[config.mk]
export PLATFORM = sky130hd
export DESIGN_NAME = trng_fifo_flat
export DESIGN_NICKNAME = d
export VERILOG_FILES = /design/src/rtl/trng_fifo_if.sv /design/src/rtl/trng_fifo.sv /design/src/flat_wrapper.sv
export SDC_FILE = /design/constraint.sdc
export NUM_CORES = 1
export LEC_CHECK = 0
export BUFFER_PORTS_ARGS = -buffer_cell sky130_fd_sc_hd__buf_2
export CAP_MARGIN = 15
export CORE_MARGIN = 5
export CORE_UTILIZATION = 50
export DETAILED_ROUTE_END_ITERATION = 6
export PLACE_DENSITY = 0.66
export SETUP_SLACK_MARGIN = 0.3
export SLEW_MARGIN = 40
export SYNTH_ARGS = -nofsm -noshare
export SYNTH_HDL_FRONTEND = slang
export SYNTH_SLANG_ARGS = --single-unit
[constraint.sdc]
create_clock -name clock -period 4.9 [get_ports clock]
set_input_delay 0.735 -clock clock [delete_from_list [all_inputs] [get_ports clock]]
set_output_delay 0.735 -clock clock [all_outputs]
set_load 0.1 [all_outputs]
[src/rtl/trng_fifo_if.sv]
// trng_fifo_if: bundle of the signals between the TRNG word buffer and its
// neighbours (upstream shift register and the AXI4-Lite read logic).
//
// Handshake semantics, upstream side:
//   shift_valid is a level held by upstream while it owns an unacknowledged
//   word. shift_out is stable for that whole time. The buffer answers with a
//   one-cycle shift_ready pulse in the cycle after it captures the word.
//   shift_valid is ignored while shift_ready is high. Upstream may drop
//   shift_valid at the edge that ends the shift_ready cycle.
// Read side:
//   rd_en is honoured at an edge only when empty=0. rd_valid pulses for one
//   cycle with the word on rd_data. rd_data holds between reads.
//
// Modports:
//   master - the block's environment: drives shift_out, shift_valid, flush, rd_en.
//   slave  - the buffer itself: drives shift_ready, rd_data, rd_valid, empty,
//            full, level, ovf_cnt, health_alarm.
interface trng_fifo_if #(
  parameter int Dbw   = 32,
  parameter int DEPTH = 16
);
  localparam int LW = $clog2(DEPTH) + 1;

  logic [Dbw-1:0] shift_out;
  logic           shift_valid;
  logic           shift_ready;
  logic           flush;
  logic           rd_en;
  logic [Dbw-1:0] rd_data;
  logic           rd_valid;
  logic           empty;
  logic           full;
  logic [LW-1:0]  level;
  logic [15:0]    ovf_cnt;
  logic           health_alarm;

  modport master (
    output shift_out, shift_valid, flush, rd_en,
    input  shift_ready, rd_data, rd_valid, empty, full, level, ovf_cnt,
           health_alarm
  );

  modport slave (
    input  shift_out, shift_valid, flush, rd_en,
    output shift_ready, rd_data, rd_valid, empty, full, level, ovf_cnt,
           health_alarm
  );
endinterface

[src/rtl/trng_fifo.sv]
// trng_fifo: word buffer downstream of the TRNG shift register.
// It captures assembled random words on a valid/ready handshake and stores
// them in a synchronous FIFO. It presents them through a registered read port.
// Words arriving while full are dropped and counted, so upstream never stalls.
//
// Ports:
//   clock - global clock
//   reset - synchronous, active-high reset
//   bus   - trng_fifo_if.slave (shift_out/valid/ready, flush, rd_en,
//           rd_data/rd_valid, empty, full, level, ovf_cnt, health_alarm)
//
// Optional feature: define TRNG_FIFO_HEALTH_EN to compile in a
// repetition-count health test on captured words. Without it,
// health_alarm is tied low.
module trng_fifo #(
  parameter int Dbw        = 32,
  parameter int DEPTH      = 16,
  parameter int RCT_CUTOFF = 4
) (
  input  logic         clock,
  input  logic         reset,
  trng_fifo_if.slave   bus
);
  localparam int AW = $clog2(DEPTH);
  localparam int LW = AW + 1;

  if ((DEPTH < 4) || (DEPTH > 256) || ((DEPTH & (DEPTH - 1)) != 0)) begin : g_bad_depth
    $error("trng_fifo: DEPTH must be a power of two in 4..256");
  end
  if ((RCT_CUTOFF < 2) || (RCT_CUTOFF > 255)) begin : g_bad_cutoff
    $error("trng_fifo: RCT_CUTOFF must be in 2..255");
  end

  logic [Dbw-1:0] mem [DEPTH];
  logic [AW-1:0]  wr_ptr, rd_ptr;
  logic [LW-1:0]  level_q, level_next;
  logic           full_q, empty_q;
  logic           shift_ready_q;
  logic [Dbw-1:0] rd_data_q;
  logic           rd_valid_q;
  logic [15:0]    ovf_q;

  logic capture, rd_fire, room, wr_fire, drop;
  logic trip, alarm_q;

  // A word is captured once per handshake: shift_ready high masks the still
  // asserted shift_valid, and flush defers the capture by one cycle.
  assign capture = bus.shift_valid && !shift_ready_q && !bus.flush;
  assign rd_fire = bus.rd_en && !empty_q && !bus.flush;
  // A full FIFO still has room when the same edge reads a word out.
  assign room    = !full_q || rd_fire;
  assign wr_fire = capture && !alarm_q && !trip && room;
  assign drop    = capture && !alarm_q && !trip && !room;

  always_comb begin
    level_next = level_q;
    if (bus.flush) begin
      level_next = '0;
    end else begin
      unique case ({wr_fire, rd_fire})
        2'b10:   level_next = level_q + LW'(1);
        2'b01:   level_next = level_q - LW'(1);
        default: level_next = level_q;
      endcase
    end
  end

  // Storage has no reset so it can map onto RAM.
  always_ff @(posedge clock) begin
    if (wr_fire) begin
      mem[wr_ptr] <= bus.shift_out;
    end
  end

  always_ff @(posedge clock) begin
    if (reset) begin
      wr_ptr        <= '0;
      rd_ptr        <= '0;
      level_q       <= '0;
      full_q        <= 1'b0;
      empty_q       <= 1'b1;
      shift_ready_q <= 1'b0;
      rd_data_q     <= '0;
      rd_valid_q    <= 1'b0;
      ovf_q         <= '0;
    end else begin
      shift_ready_q <= capture;
      rd_valid_q    <= rd_fire;
      level_q       <= level_next;
      full_q        <= (level_next == LW'(DEPTH));
      empty_q       <= (level_next == '0);
      if (rd_fire) begin
        rd_data_q <= mem[rd_ptr];
      end
      if (bus.flush) begin
        wr_ptr <= '0;
        rd_ptr <= '0;
      end else begin
        if (wr_fire) wr_ptr <= wr_ptr + AW'(1);
        if (rd_fire) rd_ptr <= rd_ptr + AW'(1);
      end
      if (drop && (ovf_q != 16'hFFFF)) begin
        ovf_q <= ovf_q + 16'd1;
      end
    end
  end

`ifdef TRNG_FIFO_HEALTH_EN
  // Repetition-count test. rep_cnt==0 marks "no word seen since reset".
  logic [7:0]     rep_cnt, rep_next;
  logic [Dbw-1:0] prev_word;

  always_comb begin
    rep_next = 8'd1;
    if ((rep_cnt != 8'd0) && (bus.shift_out == prev_word)) begin
      rep_next = (rep_cnt == 8'hFF) ? rep_cnt : rep_cnt + 8'd1;
    end
  end

  assign trip = capture && !alarm_q && (rep_next >= 8'(RCT_CUTOFF));

  always_ff @(posedge clock) begin
    if (reset) begin
      rep_cnt   <= '0;
      prev_word <= '0;
      alarm_q   <= 1'b0;
    end else begin
      if (capture) begin
        rep_cnt   <= rep_next;
        prev_word <= bus.shift_out;
      end
      if (trip) alarm_q <= 1'b1;
    end
  end
`else
  assign trip    = 1'b0;
  assign alarm_q = 1'b0;
`endif

  assign bus.shift_ready  = shift_ready_q;
  assign bus.rd_data      = rd_data_q;
  assign bus.rd_valid     = rd_valid_q;
  assign bus.empty        = empty_q;
  assign bus.full         = full_q;
  assign bus.level        = level_q;
  assign bus.ovf_cnt      = ovf_q;
  assign bus.health_alarm = alarm_q;
endmodule

[src/flat_wrapper.sv]
// flat-port wrapper written by rule: the top's interface ports become plain ports
module trng_fifo_flat 
#(
  parameter int Dbw        = 32,
  parameter int DEPTH      = 16,
  parameter int RCT_CUTOFF = 4
)
  (clock, reset, bus_shift_out, bus_shift_valid, bus_flush, bus_rd_en, bus_shift_ready, bus_rd_data, bus_rd_valid, bus_empty, bus_full, bus_level, bus_ovf_cnt, bus_health_alarm);
  trng_fifo_if #(.Dbw(Dbw), .DEPTH(DEPTH)) bus_i ();
  input  logic clock;
  input  logic reset;
  input wire logic [$bits(bus_i.shift_out)-1:0] bus_shift_out;
  input wire logic [$bits(bus_i.shift_valid)-1:0] bus_shift_valid;
  input wire logic [$bits(bus_i.flush)-1:0] bus_flush;
  input wire logic [$bits(bus_i.rd_en)-1:0] bus_rd_en;
  output wire logic [$bits(bus_i.shift_ready)-1:0] bus_shift_ready;
  output wire logic [$bits(bus_i.rd_data)-1:0] bus_rd_data;
  output wire logic [$bits(bus_i.rd_valid)-1:0] bus_rd_valid;
  output wire logic [$bits(bus_i.empty)-1:0] bus_empty;
  output wire logic [$bits(bus_i.full)-1:0] bus_full;
  output wire logic [$bits(bus_i.level)-1:0] bus_level;
  output wire logic [$bits(bus_i.ovf_cnt)-1:0] bus_ovf_cnt;
  output wire logic [$bits(bus_i.health_alarm)-1:0] bus_health_alarm;
  assign bus_i.shift_out = bus_shift_out;
  assign bus_i.shift_valid = bus_shift_valid;
  assign bus_i.flush = bus_flush;
  assign bus_i.rd_en = bus_rd_en;
  assign bus_shift_ready = bus_i.shift_ready;
  assign bus_rd_data = bus_i.rd_data;
  assign bus_rd_valid = bus_i.rd_valid;
  assign bus_empty = bus_i.empty;
  assign bus_full = bus_i.full;
  assign bus_level = bus_i.level;
  assign bus_ovf_cnt = bus_i.ovf_cnt;
  assign bus_health_alarm = bus_i.health_alarm;
  trng_fifo #(.Dbw(Dbw), .DEPTH(DEPTH), .RCT_CUTOFF(RCT_CUTOFF)) u_core (.clock(clock), .reset(reset), .bus(bus_i));
endmodule
==> results of run 1 <==
-- per-stage QoR --
stage	cell area (µm²)	power, mW	util (%)
finish	25400	9.81	58.7
floorplan	22000	5.58	-
global route	25400	10.1	58.7
global placement	23300	5.69	53.8
detailed placement	23600	5.69	54.5
CTS	25400	9.90	58.7
-- final cells by class --
class	count	area [µm²]
Clock buffer	81	1600
Clock inverter	24	219
Fill cell	3155	17900
Inverter	5	18.8
Multi-Input combinational cell	453	5150
Sequential cell	577	16700
Tap cell	585	732
Timing Repair Buffer	131	978
-- kinds of logic (layout without fill, tap and decap cells) --
logic type,after synthesis,in the layout,share of synthesized area [%]
buf+inv,64,241,1.22
mux,197,197,16.3
flops,577,577,75.9
fa+ha+maj,9,9,0.512
compound gates,91,91,2.29
simple gates,136,136,3.02
xor+xnor,19,19,0.757
other cells,1,1,0.0171
-- worst register-to-register path: cells and delay by family, from the launching register on --
kind | cells | cell delay [ns]
flops | 1 | 0.31
buf+inv | 1 | 0.15
mux | 1 | 0.25
fa+ha+maj | 2 | 0.55
simple gates | 1 | 0.30
compound gates | 4 | 1.09
xor+xnor | 2 | 0.39
-- path summary, 6_finish.rpt --
kind	to	slack [ns]	cells past startpoint
setup / recovery	u_core.bus.empty$_SDFF_PP1_	1.77	11
hold reg to reg	u_core.bus.rd_data[31]$_SDFFE_PP0P_	0.46	2
setup reg to reg	u_core.bus.empty$_SDFF_PP1_	1.77	11
hold / removal	u_core.bus.rd_valid$_SDFF_PP0_	0.44	2
-- registers in the layout, indices dropped and copies added (netlist names) --
register	cells
u_core.bus.rd_valid	1
u_core.bus.rd_data	32
u_core.bus.empty	1
u_core.rd_ptr	4
u_core.bus.ovf_cnt	16
u_core.wr_ptr	4
u_core.mem	512
u_core.bus.level	5
u_core.bus.full	1
u_core.bus.shift_ready	1
-- synth_stat cells (6+ instances only) --
| master | instances |
|---|---|
| a21oi_1 | 42 |
| buf_2 | 20 |
| clkbuf_1 | 36 |
| dfxtp_1 | 65 |
| edfxtp_1 | 512 |
| ha_1 | 9 |
| mux2i_1 | 68 |
| mux4_2 | 128 |
| nand2_1 | 11 |
| nand3_1 | 6 |
| nand4_1 | 7 |
| nor2_1 | 71 |
| nor3_1 | 9 |
| o21ai_0 | 35 |
| o31ai_1 | 6 |
| xnor2_1 | 9 |
| xor2_1 | 10 |
-- power by group --
group	internal [mW]	switching, mW	leakage (nW)
logic	0.0535	0.158	1.99
registers	5.37	0.00900	5.14
clock network	2.47	1.75	0.884
-- layer usage --
| metal | wire length, µm | track usage, % |
|---|---|---|
| met4 | 763 | 4.83 |
| met2 | 22800 | 31.8 |
| met5 | 0 | 0 |
| met1 | 19800 | 28.3 |
| met3 | 2420 | 2.72 |
==> summary.txt, run 1 <==
Global route
  – Vias in the first global route: 11.0k
  – Total congestion overflow: 0
  – Global Route Usage Sum: 19.4%
  – Initial antenna violation count: 0
  – First-pass GRT wire length: 69.9 mm
  – Largest net degree at the start of global routing: between 50 and 60

Die
  – Die H: 220 µm
  – Initial Util: between 50% and 60%
  – # rows: 76
  – Die width: about 220 µm
  – Die ar.: 48200 µm²
  – Num ports: 95
  – Core area: 43300 µm²

Timing
  – Fmax: 320 MHz
  – RSZ-0062 raised after global routing: no
  – Finish-stage setup viols: 0
  – WHS: 0.438 ns
  – Max-slew violation count: 0
  – Post-route setup TNS: 0 ns
  – Final period utilization: 63.8%
  – Skew final: 0.0186 ns
  – Max transition margin: 45.8%
  – Slew @ Worst Pin: 0.810 ns
  – Fin worst setup slack: 1.77 ns
  – Post-route minimum period: 3.13 ns
  – Hold Violations, Final: 0

CTS
  – PostCTS Resize Cnt: 0
  – CTS tree: yes
  – CTS Buf Count: 57
  – H-tree Lvls: 2
  – Hold_buf cts: 0
  – Clock transition at path regs: 0.05 ns
  – Worst-skew pair later-pin latency: 0.60 ns
  – CTS root buf: clkbuf_16
  – Post-CTS Setup Repair Bufs: 0
  – Sink Count: 577
  – Clock Path Buffers: 3

Logic synthesis
  – FF+latch count, synth: 577
  – Async SR Flop Fraction: 0%
  – Post-synth EDFFs: 512
  – Count of cell types in the netlist: 44
  – Leading area contributor after synthesis: edfxtp_1
  – Main flop type after synthesis: edfxtp_1
  – Yosys warns: 0
  – Synthesized net count: 1140
  – Cell Area, Synth: 22000 µm²
  – Top cells by area, synth: edfxtp_1 (70%), mux4_2 (13%), dfxtp_1 (5.9%), mux2i_1 (3.1%), nor2_1 (1.2%)
  – Post-synth top area share: 70.0%
  – Mean Syn Cell Area: 20.1 µm²
  – Seq/Total Area, Yosys: 75.9%
  – Syn Inst Count: between 1k and 1.5k

Final layout
  – N_diodes: 0
  – Commonest non-fill, non-tap cells in the layout: edfxtp_1 (512), mux4_2 (128), buf_2 (93)
  – Nets: 1271
  – Commonest non-fill, non-tap cell in the layout: edfxtp_1
  – Non-Filler Instances: 1856
  – P&R area growth vs syn: 15.5%
  – Layout cell share with drive strength beyond 1: 28.6%

Flow run
  – Max cap viols: 0

Status
  – Status: finished, final reports clean

Critical path
  – Crit-path max FO: 9
  – CP Capture Type: register
  – CP Class: reg -> reg
  – Crit-path cells: nand2b_1, a21boi_2, inv_1, ha_1, xor2_1, ha_1, a21oi_1, mux2i_1, xor2_1, o21ai_0, o31ai_1
  – Startpoint Class: register
  – Crit path buf inv count: 1
  – Critical path origin: u_core.bus.empty$_SDFF_PP1_
  – Arr. time, crit path: between 3 and 4 ns
  – CP peak stage delay: around 0.55 ns
  – Worst path required time: 5.40 ns
  – FF-to-FF Start: u_core.bus.empty$_SDFF_PP1_
  – CP max-delay cell: a21boi_2
  – Family with the most delay on the worst path: compound AO/OA/AOI/OAI gates

Drt
  – # DRC: 0
  – WL per Instance: ~25 µm
  – First DRT Iteration DRCs: 820
  – Avg Vias per Cell: approximately 5.8
  – Vias: 10.7k
  – Pre-antenna DRT Iters: 5
  – WL final: 45.8 mm
  – ANT nets after route: 0

Placed design
  – Routability cong.: 0.775
  – Pre-CTS setup slack: 1.29 ns
  – HPWL Detailed: 28.0 mm
  – # port buffers: 93
  – Cells after DPL: approximately 1.8k

Power and ir drop
  – Peak VDD IR: between 300 and 400 µV
  – P per Cell Area: 386 nW/µm²
  – LEAKAGE: roughly 8.0 nW

Min path
  – Hold wc startpoint: bus_flush
  – HP Class: in -> reg
Note: power is estimated with default switching activity, not from simulation.
==> run 2: changes to the inputs <==
PLACE_DENSITY = 0.68   (was 0.66)
clock period = 2.5 ns   (was 4.9 ns; I/O delays follow)
==> summary.txt, run 2 (same netlist as run 1, synthesis figures left out) <==
Drt
  – Vias: 10.8k
  – Pre-antenna DRT Iters: 5
  – ANT nets after route: 0
  – Avg Vias per Cell: between 5 and 6
  – WL final: 46.1 mm
  – WL per Instance: ~24 µm
  – # DRC: 0
  – First DRT Iteration DRCs: 912

Die
  – Die ar.: 48200 µm²
  – # rows: 76
  – Die H: about 220 µm
  – Initial Util: between 50% and 60%
  – Core area: 43300 µm²
  – Die width: 220 µm
  – Num ports: 95

Critical path
  – CP Class: reg -> reg
  – Crit-path max FO: 2
  – CP Capture Type: register
  – Worst path required time: 3.00 ns
  – Arr. time, crit path: 2.91 ns
  – Startpoint Class: register

Final layout
  – Largest reg by FF count: u_core.mem
  – Commonest non-fill, non-tap cells in the layout: edfxtp_1 (512), mux4_2 (128), buf_2 (93)
  – N_diodes: 0
  – P&R area growth vs syn: 18.5%
  – Nets: roughly 1.3k
  – Non-Filler Instances: about 1.9k
  – Largest register FFs: 512
  – Commonest non-fill, non-tap cell in the layout: edfxtp_1
  – Layout cell share with drive strength beyond 1: about a third

Global route
  – Total congestion overflow: 0
  – First-pass GRT wire length: around 70 mm
  – Vias in the first global route: between 10k and 15k
  – Global Route Usage Sum: between 10% and 20%
  – Largest net degree at the start of global routing: 45
  – Initial antenna violation count: 2

Timing
  – Final period utilization: 96.4%
  – Hold Violations, Final: 0
  – Skew final: 0.0180 ns
  – Fmax: 415 MHz
  – WHS: 0.0494 ns
  – Max-slew violation count: 0
  – Max transition margin: approximately 60%
  – Slew @ Worst Pin: 0.597 ns
  – Finish-stage setup viols: 0
  – RSZ-0062 raised after global routing: yes
  – Post-route minimum period: 2.41 ns

CTS
  – Clock Path Buffers: 3
  – H-tree Lvls: 2
  – CTS tree: yes
  – Worst-skew pair later-pin latency: slightly above 0.6 ns
  – Sink Count: about 580
  – CTS root buf: clkbuf_16
  – Clock transition at path regs: 0.06 ns
  – CTS Buf Count: between 50 and 60

Flow run
  – Max cap viols: 0

Power and ir drop
  – Peak VDD IR: 607 µV
  – P per Cell Area: 755 nW/µm²
  – LEAKAGE: between 8 and 9 nW
  – Comb pwr share: 2.2%
  – Clock share of power: about 44%
  – Net switching power figure: between 3 and 4 mW
  – Total power draw: just under 20 mW
  – P_int: 15.9 mW
  – Sw frac: 19.4%
  – Flop pwr share: 53.5%

Placed design
  – Routability cong.: 0.758
  – HPWL Detailed: between 20 and 30 mm
  – Cells after DPL: around 1.8k
  – # port buffers: 93

Status
  – Status: finished, final reports clean

Min path
  – HP Class: in -> reg
-- run 2: cell count changes in the layout (fill, tap and decap cells not counted), sizes merged --
cell      previous run  this run
buf                131       158
clkinv              19        12
bufinv               4         7
inv                  5         8
clkbuf              81        83
clkinvlp             1         3
-- run 2: what timing repair did --
item | CTS | global route
pin swaps | 0 | 7
hold buffers | 0 | 0
buffers inserted | 2 | 4
hold endpoints to repair | 0 | 0
resized for setup | 0 | 10
cloned | 0 | 2
setup endpoints to repair | 2 | 209
-- run 2: area by class of cell --
class                      count  area [µm²]
multi-input combinational    453        5270
fill                        3093       17200
inverter                       5        18.8
tap                          585         732
clock inverter                25         313
clock buffer                  81        1620
sequential                   577       16700
timing repair buffer         160        1360
-- run 2: per-layer routing --
metal / part of all wire, % / track usage (%) / vias up
li1: - / - / 4771
met1: 42 / 27.5 / 5666
met2: 50 / 32.5 / 291
met3: 5.4 / 3.64 / 68
met4: 2.0 / 4.62 / 2
met5: 0.030 / 0 / -
-- run 2: worst max-delay path, stage by stage, from the launching register on --
cell and delay (ns):
dfxtp_4 0.35, nor3b_4 0.22, a21boi_4 0.23, inv_2 0.07, ha_4 0.16, xor2_1 0.15, ha_2 0.19, a21oi_2 0.12
mux2i_1 0.24, xor2_1 0.24, o21ai_2 0.11, nor4_2 0.22
-- run 2: power groups by stage --
stage | registers [mW] | clock network (mW) | logic [mW]
floorplan | 10.8 | 0 | 0.153
global placement | 10.7 | 0 | 0.415
detailed placement | 10.7 | 0 | 0.428
CTS | 10.5 | 8.91 | 0.430
global route | 10.5 | 9.36 | 0.468
finish | 10.5 | 8.71 | 0.430
-- run 2: final timing paths --
kind                                 startpoint  slack [ns]                            endpoint  cells past startpoint
min reg2reg  u_core.bus.rd_data[5]$_SDFFE_PP0P_        0.46  u_core.bus.rd_data[5]$_SDFFE_PP0P_                      2
max           u_core.bus.shift_ready$_SDFF_PP0_        0.09          u_core.bus.full$_SDFF_PP0_                     11
max reg2reg   u_core.bus.shift_ready$_SDFF_PP0_        0.09          u_core.bus.full$_SDFF_PP0_                     11
min                             bus_shift_valid        0.05   u_core.bus.shift_ready$_SDFF_PP0_                      2
-- run 2: metrics by stage --
| step | instance area, µm² | util, % | setup slack [ns] | TNS (ns) |
|---|---|---|---|---|
| 2_1_floorplan | 22200 | - | -0.0154 | -1.62 |
| 3_3_place_gp | 24000 | 55.4 | -0.0146 | -0.0146 |
| 3_5_place_dp | 24000 | 55.4 | -0.00981 | -0.0122 |
| 4_1_cts | 25900 | 59.9 | 0.147 | 0 |
| 5_1_grt | 26000 | 60.2 | -0.0577 | -0.0948 |
| 6_report | 26000 | 60.2 | 0.0906 | 0 |
==> run 3: changes to the inputs <==
CORE_MARGIN = 1   (was 5)
PLACE_DENSITY = 0.75   (was 0.68)
==> summary.txt, run 3 (same netlist as run 1, synthesis figures left out) <==
Critical path
  – Critical path origin: u_core.bus.shift_ready$_SDFF_PP0_
  – CP Capture Type: register
  – FF-to-FF Start: u_core.bus.shift_ready$_SDFF_PP0_
  – Crit-path max FO: 2
  – Startpoint Class: register
  – Worst path required time: 3.00 ns
  – Register-to-register setup slack: 0.14 ns
  – CP Class: reg -> reg
  – Reg2Reg Depth: 11
  – Worst r2r dst: u_core.bus.full$_SDFF_PP0_
  – Worst Setup EP: u_core.bus.full$_SDFF_PP0_
  – Arr. time, crit path: 2.86 ns

CTS
  – CTS tree: yes
  – Clock transition at path regs: 0.06 ns
  – Worst-skew pair later-pin latency: 0.61 ns
  – CTS root buf: clkbuf_16
  – Clock Path Buffers: 3
  – CTS Buf Count: 55
  – H-tree Lvls: 2
  – Sink Count: 577

Timing
  – Slew @ Worst Pin: 0.600 ns
  – Finish-stage setup viols: 0
  – Post-route setup TNS: 0 ns
  – Final period utilization: 94.4%
  – Fmax: 424 MHz
  – WHS: 0.0661 ns
  – RSZ-0062 raised after global routing: yes
  – Skew final: 0.0124 ns
  – Max-slew violation count: 0
  – Fin worst setup slack: 0.139 ns
  – Post-route minimum period: between 2 and 2.5 ns
  – Max transition margin: 60.0%
  – Hold Violations, Final: 0

Final layout
  – Area taken by multi-input logic gates: 5260 µm²
  – Nets: between 1k and 1.5k
  – Largest register FFs: a little over 500
  – Non-Filler Instances: 1880
  – Commonest non-fill, non-tap cells in the layout: edfxtp_1 (512), mux4_2 (128), buf_2 (93)
  – Register Area: 16700 µm²
  – Layout cell share with drive strength beyond 1: between 30 and 40%
  – N_diodes: 0
  – Largest reg by FF count: u_core.mem
  – Commonest non-fill, non-tap cell in the layout: edfxtp_1
  – Fill cells: between 3k and 4k
  – P&R area growth vs syn: 17.9%
  – Post-layout util: 60.0%
  – Finished Cell Area: 25900 µm²

Placed design
  – Routability cong.: 0.755
  – # port buffers: 93
  – Cells after DPL: 1768
  – Post-Place Cell Area: 24000 µm²
  – Pre-CTS setup slack: -0.0179 ns
  – HPWL Detailed: 26.2 mm

Global route
  – First-pass GRT wire length: 69.0 mm
  – Largest net degree at the start of global routing: 47
  – Total congestion overflow: 0
  – Global Route Usage Sum: 21.0%
  – Initial antenna violation count: 1
  – Vias in the first global route: around 11k

Die
  – Num ports: 95
  – Die H: 212 µm
  – Die width: 212 µm
  – Core area: around 43000 µm²
  – # rows: 76
  – Initial Util: 50.9%
  – Die ar.: 44800 µm²

Drt
  – # DRC: 0
  – Pre-antenna DRT Iters: 5
  – Avg Vias per Cell: 5.80
  – WL final: 46.0 mm
  – Vias: 10.9k
  – WL per Instance: around 24 µm
  – ANT nets after route: 0
  – First DRT Iteration DRCs: 943

Power and ir drop
  – Net switching power figure: a little under 4 mW
  – P per Cell Area: 744 nW/µm²
  – Sw frac: between 10% and 20%
  – Flop pwr share: approximately 55%
  – Comb pwr share: 2.2%
  – P_int: roughly 15 mW
  – LEAKAGE: 8.19 nW
  – Peak VDD IR: 712 µV
  – Total power draw: slightly below 20 mW
  – Clock share of power: 43.1%

Min path
  – HP Class: in -> reg

Flow run
  – Max cap viols: 0

Status
  – Status: finished, final reports clean
run 3: cell types whose count changed in the layout (fill, tap and decap cells not counted), sizes merged, moves of 2 or more:
cell,before,now
buf,158,156
bufinv,7,5
clkbuf,83,76
clkinv,12,18
run 3: cell type report:
type	count	share of cell area, %
flip-flops and latches	577	64.6
multi-input cells	453	20.3
clock buffers	75	5.84
repair buffers	158	5.24
well taps	585	2.83
clock inverters	27	1.18
inverters	5	0.0725
run 3: worst min-delay path by stage:
stage	start	slack, ns	end	depth (start not counted)
2_1_floorplan	reset	0.46	u_core.bus.rd_valid$_SDFF_PP0_	1
3_3_place_gp	u_core.bus.shift_ready$_SDFF_PP0_	0.43	u_core.bus.shift_ready$_SDFF_PP0_	1
3_5_place_dp	u_core.bus.shift_ready$_SDFF_PP0_	0.44	u_core.bus.shift_ready$_SDFF_PP0_	1
4_1_cts	reset	0.03	u_core.bus.rd_valid$_SDFF_PP0_	2
5_1_grt	reset	0.08	u_core.bus.rd_valid$_SDFF_PP0_	2
6_report	reset	0.07	u_core.bus.rd_valid$_SDFF_PP0_	2
run 3: critical path: stages (launching register included):
cell      delay (ns)
dfxtp_4         0.35
nor3b_4         0.19
a21boi_4        0.23
inv_2           0.07
ha_4            0.16
xor2_1          0.16
ha_2            0.20
a21oi_2         0.12
mux2i_1         0.23
xor2_1          0.20
o21ai_1         0.13
nor4_1          0.22
run 3: timing repair:
item,in CTS,in global routing
hold endpoints to repair,1,0
setup endpoints to repair,2,227
cloned,0,1
resized for setup,0,6
hold buffers,1,0
pin swaps,1,4
setup buffers,4,4
run 3: metal layers:
| layer | global-route usage [%] | vias up | share of wire, % | wire length [µm] |
|---|---|---|---|---|
| met5 | 0 | - | 0.037 | 17 |
| met4 | 6.40 | 2 | 2.2 | 1030 |
| met3 | 3.10 | 72 | 4.9 | 2240 |
| met2 | 34.6 | 320 | 50 | 23200 |
| met1 | 29.2 | 5752 | 42 | 19600 |
| li1 | - | 4762 | - | - |
run 3: power by group through the flow:
stage	Clock, mW	Combinational (mW)	Sequential, mW
floorplan	0	0.153	10.8
global placement	0	0.404	10.7
detailed placement	0	0.419	10.7
CTS	8.46	0.426	10.5
global route	8.81	0.463	10.5
finish	8.31	0.430	10.5
